$ cat config.mk
export PLATFORM = sky130hd
export DESIGN_NAME = nibble_serial_alu_flat
export DESIGN_NICKNAME = d
export VERILOG_FILES = /design/src/rtl/nibble_serial_alu_if.sv /design/src/rtl/nibble_serial_alu.sv /design/src/flat_wrapper.sv
export SDC_FILE = /design/constraint.sdc
export NUM_CORES = 1
export LEC_CHECK = 0
export ABC_AREA = 0
export CORE_MARGIN = 2
export CORE_UTILIZATION = 35
export DETAILED_ROUTE_END_ITERATION = 10
export PLACE_DENSITY_LB_ADDON = 0.3
export SLEW_MARGIN = 20
export SYNTH_ARGS = -nofsm -noshare
export SYNTH_HDL_FRONTEND = slang
export SYNTH_SLANG_ARGS = --single-unit
$ cat constraint.sdc
create_clock -name clk -period 8.7 [get_ports clk]
set_clock_uncertainty 0.15 [all_clocks]
set_input_delay 2.175 -clock clk [delete_from_list [all_inputs] [get_ports clk]]
set_output_delay 2.175 -clock clk [all_outputs]
set_load 0.02 [all_outputs]
$ cat src/rtl/nibble_serial_alu_if.sv
// rtl/nibble_serial_alu_if.sv - operand/result handshake bundle for nibble_serial_alu
interface nibble_serial_alu_if #(
  parameter int WIDTH = 16
);
  logic             in_valid;
  logic             in_ready;
  logic [2:0]       cmd;
  logic             b_inv;
  logic             carry_in;
  logic             carry_disable;
  logic [WIDTH-1:0] d1;
  logic [WIDTH-1:0] d2;
  logic             out_valid;
  logic             out_ready;
  logic [WIDTH-1:0] res;
  logic             carry_out;
  logic             zero;
  logic             ones;

  modport master (
    output in_valid, cmd, b_inv, carry_in, carry_disable, d1, d2, out_ready,
    input  in_ready, out_valid, res, carry_out, zero, ones
  );

  modport slave (
    input  in_valid, cmd, b_inv, carry_in, carry_disable, d1, d2, out_ready,
    output in_ready, out_valid, res, carry_out, zero, ones
  );
endinterface

$ cat src/rtl/nibble_serial_alu.sv
// rtl/nibble_serial_alu.sv - WIDTH-bit ALU executed one 4-bit slice per clock, carry chained through a register
module nibble_serial_alu #(
  parameter int WIDTH = 16
) (
  input logic                clk,
  input logic                rst,
  nibble_serial_alu_if.slave bus
);
  localparam int NIBBLES = WIDTH / 4;
  localparam int CW      = (NIBBLES > 1) ? $clog2(NIBBLES) : 1;

  localparam logic [2:0] CMD_ADD   = 3'd0;
  localparam logic [2:0] CMD_SUB   = 3'd1;
  localparam logic [2:0] CMD_XOR   = 3'd2;
  localparam logic [2:0] CMD_XNOR  = 3'd3;
  localparam logic [2:0] CMD_AND   = 3'd4;
  localparam logic [2:0] CMD_OR    = 3'd5;
  localparam logic [2:0] CMD_RSHFT = 3'd6;
  localparam logic [2:0] CMD_COMP  = 3'd7;

  if ((WIDTH % 4) != 0 || WIDTH < 4) begin : g_bad_width
    $error("nibble_serial_alu: WIDTH must be a multiple of 4 and at least 4");
  end

  typedef enum logic [1:0] {
    S_IDLE = 2'd0,
    S_RUN  = 2'd1,
    S_DONE = 2'd2
  } state_t;

  state_t state, state_nxt;

  logic [2:0]       cmd_q;
  logic             b_inv_q;
  logic             carry_in_q;
  logic             carry_dis_q;
  logic [WIDTH-1:0] d1_q;
  logic [WIDTH-1:0] d2_q;
  logic [WIDTH-1:0] res_q;
  logic [CW-1:0]    cnt_q;
  logic             chain_q;
  logic             carry_q;
  logic             zero_q;
  logic             ones_q;

  logic             last_nib;
  logic [CW-1:0]    nib_idx;
  logic [CW+1:0]    base;
  logic [3:0]       a_nib;
  logic [3:0]       b_raw;
  logic [3:0]       b_eff;
  logic [3:0]       r_nib;
  logic [4:0]       sum;
  logic             c_in;
  logic             c_out;
  logic [WIDTH-1:0] res_nxt;

  // Carry (or shift-in) a command starts from; also the per-nibble carry when the chain is broken.
  function automatic logic seed_of(input logic [2:0] c, input logic ci);
    case (c)
      CMD_SUB:  seed_of = 1'b1;
      CMD_COMP: seed_of = 1'b0;
      default:  seed_of = ci;
    endcase
  endfunction

  always_ff @(posedge clk or posedge rst) begin
    if (rst) state <= S_IDLE;
    else     state <= state_nxt;
  end

  always_comb begin
    state_nxt = state;
    case (state)
      S_IDLE:  if (bus.in_valid) state_nxt = S_RUN;
      S_RUN:   if (last_nib) state_nxt = S_DONE;
      S_DONE:  if (bus.out_ready) state_nxt = S_IDLE;
      default: state_nxt = S_IDLE;
    endcase
  end

  always_comb begin
    bus.in_ready  = (state == S_IDLE);
    bus.out_valid = (state == S_DONE);
    bus.res       = res_q;
    bus.carry_out = carry_q;
    bus.zero      = zero_q;
    bus.ones      = ones_q;
  end

  // RSHFT walks MS->LS so the chain can carry each nibble's bit 0 down into the next one.
  always_comb begin
    last_nib = (cnt_q == CW'(NIBBLES - 1));
    nib_idx  = (cmd_q == CMD_RSHFT) ? (CW'(NIBBLES - 1) - cnt_q) : cnt_q;
    base     = {nib_idx, 2'b00};
    a_nib    = d1_q[base +: 4];
    b_raw    = d2_q[base +: 4];
    if (cmd_q == CMD_SUB || cmd_q == CMD_COMP) b_eff = ~b_raw;
    else if (b_inv_q)                          b_eff = ~b_raw;
    else                                       b_eff = b_raw;
    c_in  = carry_dis_q ? seed_of(cmd_q, carry_in_q) : chain_q;
    sum   = {1'b0, a_nib} + {1'b0, b_eff} + {4'b0000, c_in};
    r_nib = sum[3:0];
    c_out = 1'b0;
    case (cmd_q)
      CMD_ADD, CMD_SUB, CMD_COMP: c_out = sum[4];
      CMD_XOR:   r_nib = a_nib ^ b_eff;
      CMD_XNOR:  r_nib = ~(a_nib ^ b_eff);
      CMD_AND:   r_nib = a_nib & b_eff;
      CMD_OR:    r_nib = a_nib | b_eff;
      CMD_RSHFT: begin
        r_nib = {c_in, b_raw[3:1]};
        c_out = b_raw[0];
      end
      default: r_nib = sum[3:0];
    endcase
    res_nxt             = res_q;
    res_nxt[base +: 4]  = r_nib;
  end

  always_ff @(posedge clk or posedge rst) begin
    if (rst) begin
      cmd_q       <= 3'd0;
      b_inv_q     <= 1'b0;
      carry_in_q  <= 1'b0;
      carry_dis_q <= 1'b0;
      d1_q        <= '0;
      d2_q        <= '0;
      res_q       <= '0;
      cnt_q       <= '0;
      chain_q     <= 1'b0;
      carry_q     <= 1'b0;
      zero_q      <= 1'b0;
      ones_q      <= 1'b0;
    end else begin
      case (state)
        S_IDLE: begin
          if (bus.in_valid) begin
            cmd_q       <= bus.cmd;
            b_inv_q     <= bus.b_inv;
            carry_in_q  <= bus.carry_in;
            carry_dis_q <= bus.carry_disable;
            d1_q        <= bus.d1;
            d2_q        <= bus.d2;
            cnt_q       <= '0;
            chain_q     <= seed_of(bus.cmd, bus.carry_in);
          end
        end
        S_RUN: begin
          res_q   <= res_nxt;
          chain_q <= c_out;
          cnt_q   <= cnt_q + CW'(1);
          if (last_nib) begin
            carry_q <= c_out;
            zero_q  <= (res_nxt == '0);
            ones_q  <= (&res_nxt);
          end
        end
        S_DONE: begin
          if (bus.out_ready) begin
            carry_q <= 1'b0;
            zero_q  <= 1'b0;
            ones_q  <= 1'b0;
          end
        end
        default: ;
      endcase
    end
  end
endmodule

$ cat src/flat_wrapper.sv
// flat-port wrapper written by rule: the top's interface ports become plain ports
module nibble_serial_alu_flat 
#(
  parameter int WIDTH = 16
)
  (clk, rst, bus_in_valid, bus_cmd, bus_b_inv, bus_carry_in, bus_carry_disable, bus_d1, bus_d2, bus_out_ready, bus_in_ready, bus_out_valid, bus_res, bus_carry_out, bus_zero, bus_ones);
  nibble_serial_alu_if #(.WIDTH(WIDTH)) bus_i ();
  input logic clk;
  input logic rst;
  input wire logic [$bits(bus_i.in_valid)-1:0] bus_in_valid;
  input wire logic [$bits(bus_i.cmd)-1:0] bus_cmd;
  input wire logic [$bits(bus_i.b_inv)-1:0] bus_b_inv;
  input wire logic [$bits(bus_i.carry_in)-1:0] bus_carry_in;
  input wire logic [$bits(bus_i.carry_disable)-1:0] bus_carry_disable;
  input wire logic [$bits(bus_i.d1)-1:0] bus_d1;
  input wire logic [$bits(bus_i.d2)-1:0] bus_d2;
  input wire logic [$bits(bus_i.out_ready)-1:0] bus_out_ready;
  output wire logic [$bits(bus_i.in_ready)-1:0] bus_in_ready;
  output wire logic [$bits(bus_i.out_valid)-1:0] bus_out_valid;
  output wire logic [$bits(bus_i.res)-1:0] bus_res;
  output wire logic [$bits(bus_i.carry_out)-1:0] bus_carry_out;
  output wire logic [$bits(bus_i.zero)-1:0] bus_zero;
  output wire logic [$bits(bus_i.ones)-1:0] bus_ones;
  assign bus_i.in_valid = bus_in_valid;
  assign bus_i.cmd = bus_cmd;
  assign bus_i.b_inv = bus_b_inv;
  assign bus_i.carry_in = bus_carry_in;
  assign bus_i.carry_disable = bus_carry_disable;
  assign bus_i.d1 = bus_d1;
  assign bus_i.d2 = bus_d2;
  assign bus_i.out_ready = bus_out_ready;
  assign bus_in_ready = bus_i.in_ready;
  assign bus_out_valid = bus_i.out_valid;
  assign bus_res = bus_i.res;
  assign bus_carry_out = bus_i.carry_out;
  assign bus_zero = bus_i.zero;
  assign bus_ones = bus_i.ones;
  nibble_serial_alu #(.WIDTH(WIDTH)) u_core (.clk(clk), .rst(rst), .bus(bus_i));
endmodule
# --- Yosys cells after proc, flatten, opt, wreduce, memory -nomap -nowiden ---
# Cells that the tools add are included.
word_totals:
  regBits: 62
  latch_bits: 0
  ramBits: 0
  romBits: 0
  elab_cells: 78
  n_memories: 0
op_classes:
  n_addsub: 5
  mul: 0
  n_div: 0
  n_lt_le_gt_ge: 0
  n_eq_ne: 15
  shift: 4
  mux: 24
  bitwise_logic: 5
  reduce_logical: 12
ops:
  columns: ["cell", "n"]
  rows:
  - ["16-bit by 5-bit indexed part select with 4-bit output", 2]
  - ["4-bit case mux with 5 select lines", 1]
  - ["16-bit bitwise mux", 1]
  - ["16-bit zero test", 1]
  - ["16-bit AND reduction", 1]
  - ["4-bit by 6-bit variable shift with 16-bit output (first input constant)", 1]
  - ["4-bit by 6-bit indexed part select with 16-bit output", 1]
  - ["3-bit == test (second input constant)", 5]
  - ["1-bit case mux with 2 select lines", 7]
  - ["2-bit 2-to-1 mux", 5]
  - ["4-bit 2-to-1 mux", 2]
  - ["4-bit inverter", 2]
  - ["3-bit by 1-bit == test with 1-bit output (second input constant)", 2]
  - ["3-bit by 2-bit == test with 1-bit output (second input constant)", 2]
  - ["1-bit 2-to-1 mux", 6]
  - ["4-bit negation with 6-bit output", 1]
  - ["2-bit case mux with 3 select lines", 1]
  - ["3-bit AND reduction", 2]
  - ["4-bit by 4-bit adder with 5-bit output", 1]
  - ["5-bit by 1-bit adder with 5-bit output", 1]
  - ["4-bit bitwise AND", 1]
  - ["2-bit == test (second input constant)", 2]
  - ["2-bit inequality test (second input constant)", 2]
  - ["4-bit OR", 1]
  - ["other kinds (12)", 14]

# --- Logic depth before layout (Yosys ltp) ---
logic_depth:
  ltp_word: 14
  ltp_mapped: 19

# --- Worst setup path after synthesis ---
# OpenSTA, ideal clock, no wires.
synth_timing:
  path_type: "register to register"
  start: "register u_core.cmd_q[1]"
  end: "register u_core.ones_q (netlist: u_core.bus.ones)"
  t_arrival_ns: 3.848
  required_time_ns: 8.471
  setup_slack_ns: 4.623
  path_stages_with_launch: 19
  path_buffers: 3
  period_less_slack_ns: 4.077
  cell_sequence: "dfrtp_1 -> buf_4 -> nand3b_1 -> buf_4 -> nor2_1 -> a21boi_0 -> clkbuf_1 -> o22ai_1 -> nor2_1 -> xnor2_1 -> fa_1 -> ha_1 -> nor2b_1 -> o311ai_0 -> o311a_1 -> o211ai_1 -> a221oi_2 -> nand4_1 -> a2bb2oi_1"
synth_between:
  elab_chain_len: 14
synth_rtl:
  columns: ["item", "line_no", "rtl"]
  rows:
  - ["from (decl)", "nibble_serial_alu.sv:33", "logic [2:0] cmd_q;"]
  - ["from (signal assigned)", "nibble_serial_alu.sv:139", "cmd_q <= bus.cmd;"]
  - ["3-bit == test", "nibble_serial_alu.sv:94, nibble_serial_alu.sv:105", null]
  - ["2-bit 2-to-1 mux", "nibble_serial_alu.sv:94", "nib_idx = (cmd_q == CMD_RSHFT) ? (CW'(NIBBLES - 1) - cnt_q) : cnt_q;"]
  - ["16-bit by 5-bit indexed part select with 4-bit output", "nibble_serial_alu.sv:97", "b_raw = d2_q[base +: 4];"]
  - ["4-bit inverter", "nibble_serial_alu.sv:98, nibble_serial_alu.sv:99", null]
  - ["4-bit 2-to-1 mux", "nibble_serial_alu.sv:99", "else if (b_inv_q) b_eff = ~b_raw;"]
  - ["4-bit 2-to-1 mux", "nibble_serial_alu.sv:98", "if (cmd_q == CMD_SUB || cmd_q == CMD_COMP) b_eff = ~b_raw;"]
  - ["4-bit by 4-bit adder with 5-bit output / 4-bit XOR (equally long branches)", "nibble_serial_alu.sv:102, nibble_serial_alu.sv:107, nibble_serial_alu.sv:108", null]
  - ["5-bit by 1-bit adder with 5-bit output / 4-bit inverter (equally long branches)", "nibble_serial_alu.sv:102, nibble_serial_alu.sv:108", null]
  - ["4-bit case mux with 5 select lines", "nibble_serial_alu.sv:105", "case (cmd_q)"]
  - ["4-bit by 6-bit indexed part select with 16-bit output", "nibble_serial_alu.sv:118", "res_nxt[base +: 4] = r_nib;"]
  - ["16-bit bitwise mux *", "nibble_serial_alu.sv:118", null]
  - ["16-bit AND reduction *", "nibble_serial_alu.sv:156", "ones_q <= (&res_nxt);"]
  - ["1-bit 2-to-1 mux *", "nibble_serial_alu.sv:153", "if (last_nib) begin"]
  - ["1-bit case mux with 2 select lines *", "nibble_serial_alu.sv:136", "case (state)"]
  - ["to (signal assigned)", "nibble_serial_alu.sv:156", null]
  - ["to (decl)", "nibble_serial_alu.sv:44", "logic ones_q;"]
# Every way passes the cells marked *; elsewhere a longest branch is shown, timed or not. The select of a mux whose other input is x is not followed.
# A chain may end at the register's enable or synchronous reset.

# --- Final worst setup path ---
# Ends and elaborated chain as after synthesis.

==> results.py <==
metrics = {
    "synthesis": {
        "avgSynthCellArea_um2": 8.223,
        "yosysTopAreaCellShare_pct": 39.97,
        "synthFlopType": "dfrtp_1",
        "synth_fp_nets": 524,
        "synth_area_um2": 3881,
        "yosys-top-cells-area": "dfrtp_1, nand2_1, o21ai_0, ha_1, a21oi_1",
        "yosysWarningCount": 0,
        "ys_types": 63,
        "ys_seq_elements": 62,
        "synth_area_leader_cell": "dfrtp_1",
        "ys_seq_area_share_pct": 39.97,
        "synth_edf_count": 0,
        "async_flop_share_pct": 100.0,
        "synth_cells": 472,
    },
    "sta": {
        "finalCritPeriodShare_pct": 59.63,
        "report.final.slew_viol_count": 0,
        "hold_violations": 0,
        "grt_setup_unrepaired": "no",
        "maxSlewHeadroom_pct": 45.46,
        "fmax_ghz": 0.1927,
        "fin_setup_tns_ps": 0,
        "setup_viol": 0,
        "tightest_slew_ps": 818.0,
        "min_period_ps": 5188,
    },
    "place": {
        "port_buffers": 62,
        "post_dp_cell_area_um2": 4577,
        "place_congestion": 0.9376,
        "hpwl_um": 8079,
    },
    "clock_network": {
        "cts_made_buffers": 9,
        "cts_sinks": 62,
        "clock_path_buffers": 2,
        "cts-root-buf": "clkbuf_8",
        "post_cts_resized": 0,
        "cts_hold_buf": 0,
        "clk_pin_slew_ps": 80,
        "htree_levels": 3,
        "post-cts-setup-buffers": 0,
        "tritoncts": "done",
        "worst_skew_pair.late_latency_ps": 350,
    },
    "floorplan": {
        "die_x_um": 109.3,
        "die_area_um2": 11950,
        "rows": 38,
        "pin_count": 63,
        "core_area_um2": 10840,
        "initial_core_util_pct": 35.80,
        "die_height_um": 109.3,
    },
    "critical_path": {
        "cp_slowest_cell": "dfrtp_1",
        "crit_required_ps": 8820,
        "endpoint_kind": "flop",
        "slowest_delay_ps": 690,
        "reg2reg_depth": 15,
        "r2r_start": "u_core.cmd_q[1]",
        "worstSetupStartpoint": "u_core.cmd_q[1]",
        "cp.arrival_ps": 5310,
        "crit_type": "flop to flop",
        "cp-start-kind": "flop",
        "crit_chain": "and3b_1 -> nor3_1 -> a21o_1 -> a22o_1 -> a221oi_1 -> inv_1 -> fa_1 -> ha_1 -> nor2b_1 -> o311ai_0 -> o311a_1 -> o211ai_1 -> a221oi_2 -> nand4_1 -> a2bb2oi_1",
        "crit_fanout": 17,
    },
    "job": {
        "maxCapViolCount": 0,
    },
    "final_layout": {
        "n_fill_cell": 1099,
        "antenna_cells": 0,
        "ff_latch_area_um2": 1551,
        "syn2layout_area_growth_pct": 22.44,
        "final_common_cell": "nand2_1",
        "stdcell_area_um2": 4752,
        "nets": 573,
        "multiInputGateArea_um2": 2132,
        "drive_above_1_share_pct": 7.985,
        "final_cell_mix": "nand2_1, clkdlybuf4s50_1, dfrtp_1",
    },
    "global_route": {
        "grt_max_degree": 63,
        "grt_pass1_vias": 3571,
        "grtUsageTotal_pct": 19.71,
        "grt_pass1_wl_um": 18170,
        "grt-ovfl-total": 0,
        "antenna_found_initial": 0,
    },
    "route": {
        "detail_route.iter0.violations": 276,
        "wl_per_cell_um": 16.49,
        "ant_nets": 0,
        "routed-via-count": 3629,
        "drc": 0,
        "viasPerCell": 5.449,
        "drt_wl_total_um": 10980,
        "drtPass1Iterations": 5,
    },
    "min_path": {
        "hp-start": "u_core.d1_q[2]",
        "hold-path-cell-count": 2,
        "hold_path.class": "flop to flop",
    },
    "run_status": {
        "status": "complete, no violations",
    },
}
## sequential cells by signal, summed over array words and instances, names as in the netlist
signal and count:
u_core.bus.carry_out 1, u_core.bus.ones 1, u_core.carry_dis_q 1, u_core.bus.res 16
u_core.cmd_q 3, u_core.d2_q 16, u_core.state 2, u_core.chain_q 1
u_core.carry_in_q 1, u_core.bus.zero 1, u_core.cnt_q 2, u_core.b_inv_q 1
u_core.d1_q 16
## cells in the mapped netlist, types with 4 or more instances
cell	number
o221a_2	4
o21ai_0	29
ha_1	9
nand2_1	149
a21oi_1	20
inv_1	18
dfrtp_1	62
nor3_1	5
nor2b_1	9
or3_1	4
a211oi_1	4
o22ai_1	6
clkbuf_1	22
and2_1	6
nor2_1	14
xnor2_1	5
nand4_1	4
a221oi_1	4
a2111oi_0	4
mux2_2	7
nand3_1	9
o2111ai_1	4
a31oi_1	4
## metrics by stage
step / setup slack [ps] / util [%] / hold WS, ps / cells
detailed placement: 3694 / 42.22 / 314.6 / 650
floorplan: 4623 / - / 295.7 / 472
global route: 3122 / 43.84 / 354.7 / 666
global placement: 3843 / 42.22 / 314.0 / 650
CTS: 3639 / 43.84 / 335.8 / 666
finish: 3512 / 43.84 / 333.5 / 666
## worst paths after layout
kind                                       to  slack [ps]
max                           u_core.bus.ones        3510
min                            u_core.d1_q[2]         330
max reg2reg                   u_core.bus.ones        3510
min reg2reg                    u_core.d1_q[2]         330
max in group asynchronous      u_core.d1_q[1]        5670
min in group asynchronous  u_core.bus.res[14]        2220
## kinds of logic after synthesis
group	share of synthesized area (%)
multiplexers	4.545
AO/OA/AOI/OAI	20.57
buffers and inverters	5.093
XOR/XNOR	1.580
AND/OR/NAND/NOR	24.82
flip-flops	39.97
adder cells (fa/ha/maj)	3.417
## per-layer routing
metal  wire length, um  up-vias  track usage (%)
li1                  -     1762                -
met1              5077     1745            27.27
met2              5180      113            32.08
met3               604        9            3.260
met4               117        0            5.425
met5                 0        -                0
## critical path: cells and delay by family, from the launching register on
family / cells / cell delay (ps)
compound gates: 8 / 2280
simple gates: 4 / 950
fa+ha+maj: 2 / 850
flops: 1 / 690
buf+inv: 1 / 180
## final cells by class
type | count | area share [%]
clock buffer | 9 | 2.607
clock inverter | 7 | 1.080
inverter | 18 | 1.422
multi-input combinational | 364 | 44.87
sequential | 62 | 32.65
tap | 140 | 3.686
timing repair buffer | 66 | 13.69
Power is not shown: default switching activity piles up to over one toggle a cycle in this logic, so the estimate is an artifact.
